[src/rtl/uart_tx_reporter.sv]
// 8N1 UART transmitter with a valid/ready byte interface and a registered TX line.
// Define UART_TX_PARITY_EN to insert an even-parity bit between data bit 7 and the stop bit.
module uart_tx_reporter #(
  parameter int CLK_HZ = 12000000,
  parameter int BAUD   = 115200,
  parameter int DIV    = CLK_HZ / BAUD
) (
  input  logic       CLK,
  input  logic       RESET_N,
  input  logic [7:0] DATA,
  input  logic       VALID,
  output logic       READY,
  output logic       BUSY,
  output logic       TX
);

  localparam int BAUD_W = (DIV > 1) ? $clog2(DIV) : 1;
  localparam logic [BAUD_W-1:0] BAUD_LAST = BAUD_W'(DIV - 1);

  generate
    if (DIV < 2) begin : g_div_check
      $error("uart_tx_reporter: DIV must be at least 2");
    end
  endgenerate

  typedef enum logic [2:0] {
    S_IDLE,
    S_START,
    S_DATA,
`ifdef UART_TX_PARITY_EN
    S_PARITY,
`endif
    S_STOP
  } state_t;

  state_t            state_reg, state_next;
  logic [BAUD_W-1:0] baud_reg, baud_next;
  logic [2:0]        bit_reg, bit_next;
  logic [7:0]        shift_reg, shift_next;
  logic              tx_reg, tx_next;
  logic              parity_reg, parity_next;
  logic              bit_end;

  assign bit_end = (baud_reg == BAUD_LAST);

  always_ff @(posedge CLK or negedge RESET_N) begin
    if (!RESET_N) begin
      state_reg  <= S_IDLE;
      baud_reg   <= '0;
      bit_reg    <= '0;
      shift_reg  <= '0;
      parity_reg <= 1'b0;
      tx_reg     <= 1'b1;
    end else begin
      state_reg  <= state_next;
      baud_reg   <= baud_next;
      bit_reg    <= bit_next;
      shift_reg  <= shift_next;
      parity_reg <= parity_next;
      tx_reg     <= tx_next;
    end
  end

  always_comb begin
    state_next  = state_reg;
    bit_next    = bit_reg;
    shift_next  = shift_reg;
    parity_next = parity_reg;
    // The baud counter free-runs inside a frame and sits at 0 while idle.
    baud_next   = (state_reg == S_IDLE || bit_end) ? '0 : baud_reg + 1'b1;
    case (state_reg)
      S_IDLE: begin
        if (VALID) begin
          state_next  = S_START;
          bit_next    = '0;
          shift_next  = DATA;
          parity_next = ^DATA;
        end
      end
      S_START: begin
        if (bit_end) state_next = S_DATA;
      end
      S_DATA: begin
        if (bit_end) begin
          shift_next = shift_reg >> 1;
          bit_next   = bit_reg + 3'd1;
          if (bit_reg == 3'd7) begin
`ifdef UART_TX_PARITY_EN
            state_next = S_PARITY;
`else
            state_next = S_STOP;
`endif
          end
        end
      end
`ifdef UART_TX_PARITY_EN
      S_PARITY: begin
        if (bit_end) state_next = S_STOP;
      end
`endif
      S_STOP: begin
        if (bit_end) state_next = S_IDLE;
      end
      default: state_next = S_IDLE;
    endcase
  end

  // TX is registered from the upcoming state so the line changes on the same edge as the state.
  always_comb begin
    READY   = (state_reg == S_IDLE);
    BUSY    = (state_reg != S_IDLE);
    tx_next = 1'b1;
    case (state_next)
      S_IDLE:   tx_next = 1'b1;
      S_START:  tx_next = 1'b0;
      S_DATA:   tx_next = shift_next[0];
`ifdef UART_TX_PARITY_EN
      S_PARITY: tx_next = parity_next;
`endif
      S_STOP:   tx_next = 1'b1;
      default:  tx_next = 1'b1;
    endcase
  end

  assign TX = tx_reg;

endmodule

[config.mk]
export PLATFORM = sky130hd
export DESIGN_NAME = uart_tx_reporter
export DESIGN_NICKNAME = d
export VERILOG_FILES = /design/src/rtl/uart_tx_reporter.sv
export SDC_FILE = /design/constraint.sdc
export NUM_CORES = 1
export LEC_CHECK = 0
export ABC_AREA = 1
export CORE_UTILIZATION = 45
export CTS_BUF_LIST = sky130_fd_sc_hd__clkbuf_8
export DETAILED_ROUTE_END_ITERATION = 10
export PLACE_DENSITY = 0.67
export SLEW_MARGIN = 10
export SYNTH_ARGS = -nofsm -noshare
export SYNTH_HDL_FRONTEND = slang
export SYNTH_SLANG_ARGS = --single-unit
[constraint.sdc]
create_clock -name CLK -period 3.2 [get_ports CLK]
set_input_delay 0.64 -clock CLK [delete_from_list [all_inputs] [get_ports CLK]]
set_output_delay 0.64 -clock CLK [all_outputs]
set_load 0.03 [all_outputs]
==> After elaboration in Yosys (flattened, before gate mapping) <==
Cells that the tools add are included.
{ "classes": {"add_sub_neg": 2, "n_mul": 0, "div_mod_pow": 0, "order_cmp": 0, "n_eq_ne": 9, "shifts": 0, "muxes": 14, "bitwise": 0, "reduce_logical": 5} }
{ "op_table": {"columns": ["op", "count"], "rows": [
  ["two-way mux 3 bit", 7],
  ["two-way mux 8 bit", 2],
  ["case mux 8 bit (2 select lines)", 1],
  ["case mux 3 bit (4 select lines)", 1],
  ["equality test 3 x 2 -> 1 bit, second input constant", 3],
  ["adder 7 x 1 -> 7 bit, second input constant", 1],
  ["equality test 7 bit, second input constant", 1],
  ["two-way mux 7 bit", 1],
  ["equality test 3 x 1 -> 1 bit, second input constant", 2],
  ["case mux 3 bit (2 select lines)", 1],
  ["inequality test 2 bit, second input constant", 2],
  ["adder 3 x 1 -> 3 bit, second input constant", 1],
  ["equality test 3 bit, second input constant", 1],
  ["logical NOT 3 bit", 1],
  ["AND reduction 3 bit", 1],
  ["nonzero test 3 bit", 1],
  ["case mux 1 bit (2 select lines)", 1],
  ["nonzero test 2 bit", 1],
  ["logical OR 1 bit", 1]
]} }
{ "totals": {"ff_bits": 22, "latchBits": 0, "ramBits": 0, "mem_bits_ro": 0, "out_inout_bits": 3, "mem_count": 0} }

==> Depth between registers and ports, before layout <==
{ "depth": {"ltp_word": 6, "ltp_mapped": 10, "depth_no_buf": 10} }

==> Worst setup path after synthesis <==
OpenSTA, ideal clock, no wires.
{ "synth_path": {"path_type": "register to output", "startpoint": "register state_reg[0]", "endpoint": "output READY", "t_arrival_ns": 1.122, "required_time_ns": 2.560, "setup_slack_ns": 1.438, "stages_incl_launch_ff": 4, "n_path_buf": 0, "cell_sequence": "dfrtp_1 nor2_2 nand2_1 inv_1"} }
{ "synth_between": {"elab_chain_len": 1} }
{ "synth_rtl": {"columns": ["element", "line_no", "source"], "rows": [
  ["start: declaration", "36", "state_t state_reg, state_next;"],
  ["start signal: assignment", "55", "state_reg <= state_next;"],
  ["logical NOT 3 bit", "110", "READY = (state_reg == S_IDLE);"],
  ["end: declaration", "12", "output logic READY,"]
]} }
Every way passes these cells.

==> Worst setup path after layout <==
Ends and elaborated chain as after synthesis.

==> key figures <==
Detailed routing
  • Final WL: between 2000 and 2500 um
  • Vias post-DR: about 830
  • Wire length per cell: 12.4 um
  • Drt via density: roughly 5.1
  • Final ANT Viol Nets: 0
  • 1st-iter DRT viols: 6
  • # DRC: 0
  • DRT Pass-1 Iters: 3

GRT
  • First-pass GRT wire length: approximately 3700 um
  • Grt ovf: 0
  • Initial antenna violation count: 0
  • Maximum number of pins on one net before global-route repair: 23
  • Vias in the first global route: ~830
  • All-Layer GR Usage: 0.194

Clock tree
  • CTS Buffer Depth: 2
  • Cts repair resizes: 0
  • Clk Latency, worst-skew pair: 0.27 ns
  • Setup Buffers After CTS: 0
  • Num CTS Buffers: 3
  • Root Driver: clkbuf_8
  • Worst-path clk slew: roughly 0.08 ns
  • TritonCTS clock tree: built
  • CTS sink cnt: 22
  • CTS Hold Buffers Added: 0
  • Htree depth: 1

Floorplanning
  • Std cell rows: 17
  • I/O pin cnt: 14
  • Die area: between 2000 and 3000 um2
  • Core area: between 2000 and 2500 um2
  • Initial Utilization: 0.488
  • Die Ht: just over 50 um
  • DIE WIDTH: between 50 and 60 um

Yosys
  • Syn nets: ~130
  • Yosys reg bits: 22
  • Post-Syn Area: ~1100 um2
  • Largest cells by area after synthesis: dfrtp_1 (48%), nand2_1 (6.5%), inv_1 (5.8%)
  • Yosys top cell area share: 0.478
  • Post-synthesis cell count: approximately 120
  • Syn avg cell area: around 9.4 um2
  • Area leader, netlist: dfrtp_1
  • Syn. warnings: 0
  • Sequential element share of the synthesized area: 0.502
  • Yosys cell types: 28

STA
  • Highest clock rate: ~0.41 GHz
  • Final min period: between 2 and 2.5 ns
  • Final setup viols: 0
  • Setup_tns: 0 ns
  • RSZ-0062 raised after global routing: false
  • Worst slew pin tran: around 0.97 ns
  • Post-Route Skew: approximately 0.0018 ns
  • Slew Limit Fails: 0
  • Period Utilization, post-route: 0.767
  • Slew HR: 0.354
  • Final count of hold timing violations: 0

Critical path
  • Buffers plus inverters on the worst setup path: 2
  • CP Cell Sequence: nor2_2, nand2_1, inv_1, clkdlybuf4s50_1
  • Crit end category: primary output
  • Critical Path Fanout Max: 7
  • Req. time, crit path: 2.56 ns
  • WS Path Type: flip-flop to primary output
  • R2r setup slk: between 1.5 and 2 ns
  • Critical Path AT: between 1.5 and 2 ns
  • Largest delay share family, worst path: buffers and inverters
  • Slowest stage delay, CP: ~0.67 ns
  • Crit-path slowest cell: clkdlybuf4s50_1
  • Startpoint Class: flip-flop

Final layout
  • Most frequent cells in the layout: dfrtp_1 (21), nand2_1 (19), inv_1 (17)
  • Diode count: 0
  • Nets: approximately 150
  • Synth-to-Final Area Change: 21.5%
  • Layout cells sized above 1: 0.172
  • Non-Filler Instances: 162
  • Most common cell after layout, fill and taps aside: dfrtp_1
  • Max reg flops: 8
  • Cell area after layout: 1340 um2

Placed design
  • I/O Buffers: 13
  • Placed insts: around 160
  • DP HPWL: approximately 1500 um
  • Gpl congestion: around 0.8
  • Cell Area, Placed: 1260 um2

Min path
  • HP Class: flip-flop to flip-flop

Job
  • Max_cap viols: 0

Power
  • P_leak: 0.641 nW
  • Final Power: between 0.6 and 0.7 mW
  • Worst IR drop on VDD: 313 uV
  • Power density over the cells: about 500 nW/um2

Run status
  • Status: complete, no violations
synth_stat cells:
master	instances
nand3_2	1
nor2_4	2
dfstp_2	1
o21ai_0	4
ha_1	3
nor2_1	9
inv_4	1
conb_1	1
nor3_1	3
a31oi_1	1
inv_2	2
dfrtp_1	21
nand3_4	1
nand2_2	4
nand4_1	2
nand2_1	19
nor2_2	2
o21ai_2	1
nand3_1	5
o221ai_1	5
inv_1	17
nor3b_1	2
nor2_8	1
o211ai_1	1
a21oi_1	3
a22o_1	2
nand2_4	2
and3_2	1
power by group:
part | internal (mW) | switching, mW
clock network | 0.167 | 0.0977
registers | 0.304 | 0.0138
logic | 0.0371 | 0.0488
total | 0.509 | 0.160
final timing paths:
path,start,endpoint,cells past startpoint
setup / recovery,state_reg[0]$_DFF_PN0_,READY,4
hold / removal,baud_reg[0]$_DFF_PN0_,baud_reg[0]$_DFF_PN0_,1
setup reg to reg,baud_reg[0]$_DFF_PN0_,bit_reg[2]$_DFFE_PN0P_,7
hold reg to reg,baud_reg[0]$_DFF_PN0_,baud_reg[0]$_DFF_PN0_,1
max in group asynchronous,RESET_N,shift_reg[1]$_DFFE_PN0P_,1
min in group asynchronous,RESET_N,baud_reg[0]$_DFF_PN0_,1
cell type report:
class / instances / area, um2
tap: 28 / 35.0
clock inverter: 1 / 30.0
multi-input combinational: 75 / 470
inverter: 20 / 77.6
fill: 203 / 918
timing repair buffer: 13 / 130
sequential: 22 / 552
clock buffer: 3 / 41.3
metal layers:
metal | up-vias | share of wire | global-route usage
li1 | 422 | - | -
met1 | 392 | 0.46 | 0.246
met2 | 15 | 0.48 | 0.316
met3 | 5 | 0.028 | 0.0268
met4 | 0 | 0.024 | 0.108
met5 | - | 0 | 0
logic make-up after synthesis:
kind of cell	Yosys count	share of synthesized area
AND/OR/NAND/NOR	54	0.282
flip-flops	22	0.502
buffers and inverters	20	0.0705
AO/OA/AOI/OAI	17	0.108
adder cells (fa/ha/maj)	3	0.0341
other	1	0.00341
stage by stage:
step / hold WS (ns) / util / setup WS, ns
6_report: 0.472 / 0.593 / 0.745
5_1_grt: 0.505 / 0.593 / 0.646
3_5_place_dp: 0.462 / 0.561 / 1.05
3_3_place_gp: 0.448 / 0.561 / 1.12
4_1_cts: 0.475 / 0.593 / 0.742
2_1_floorplan: 0.344 / - / 1.44
Power figures use the tool's default switching activity.
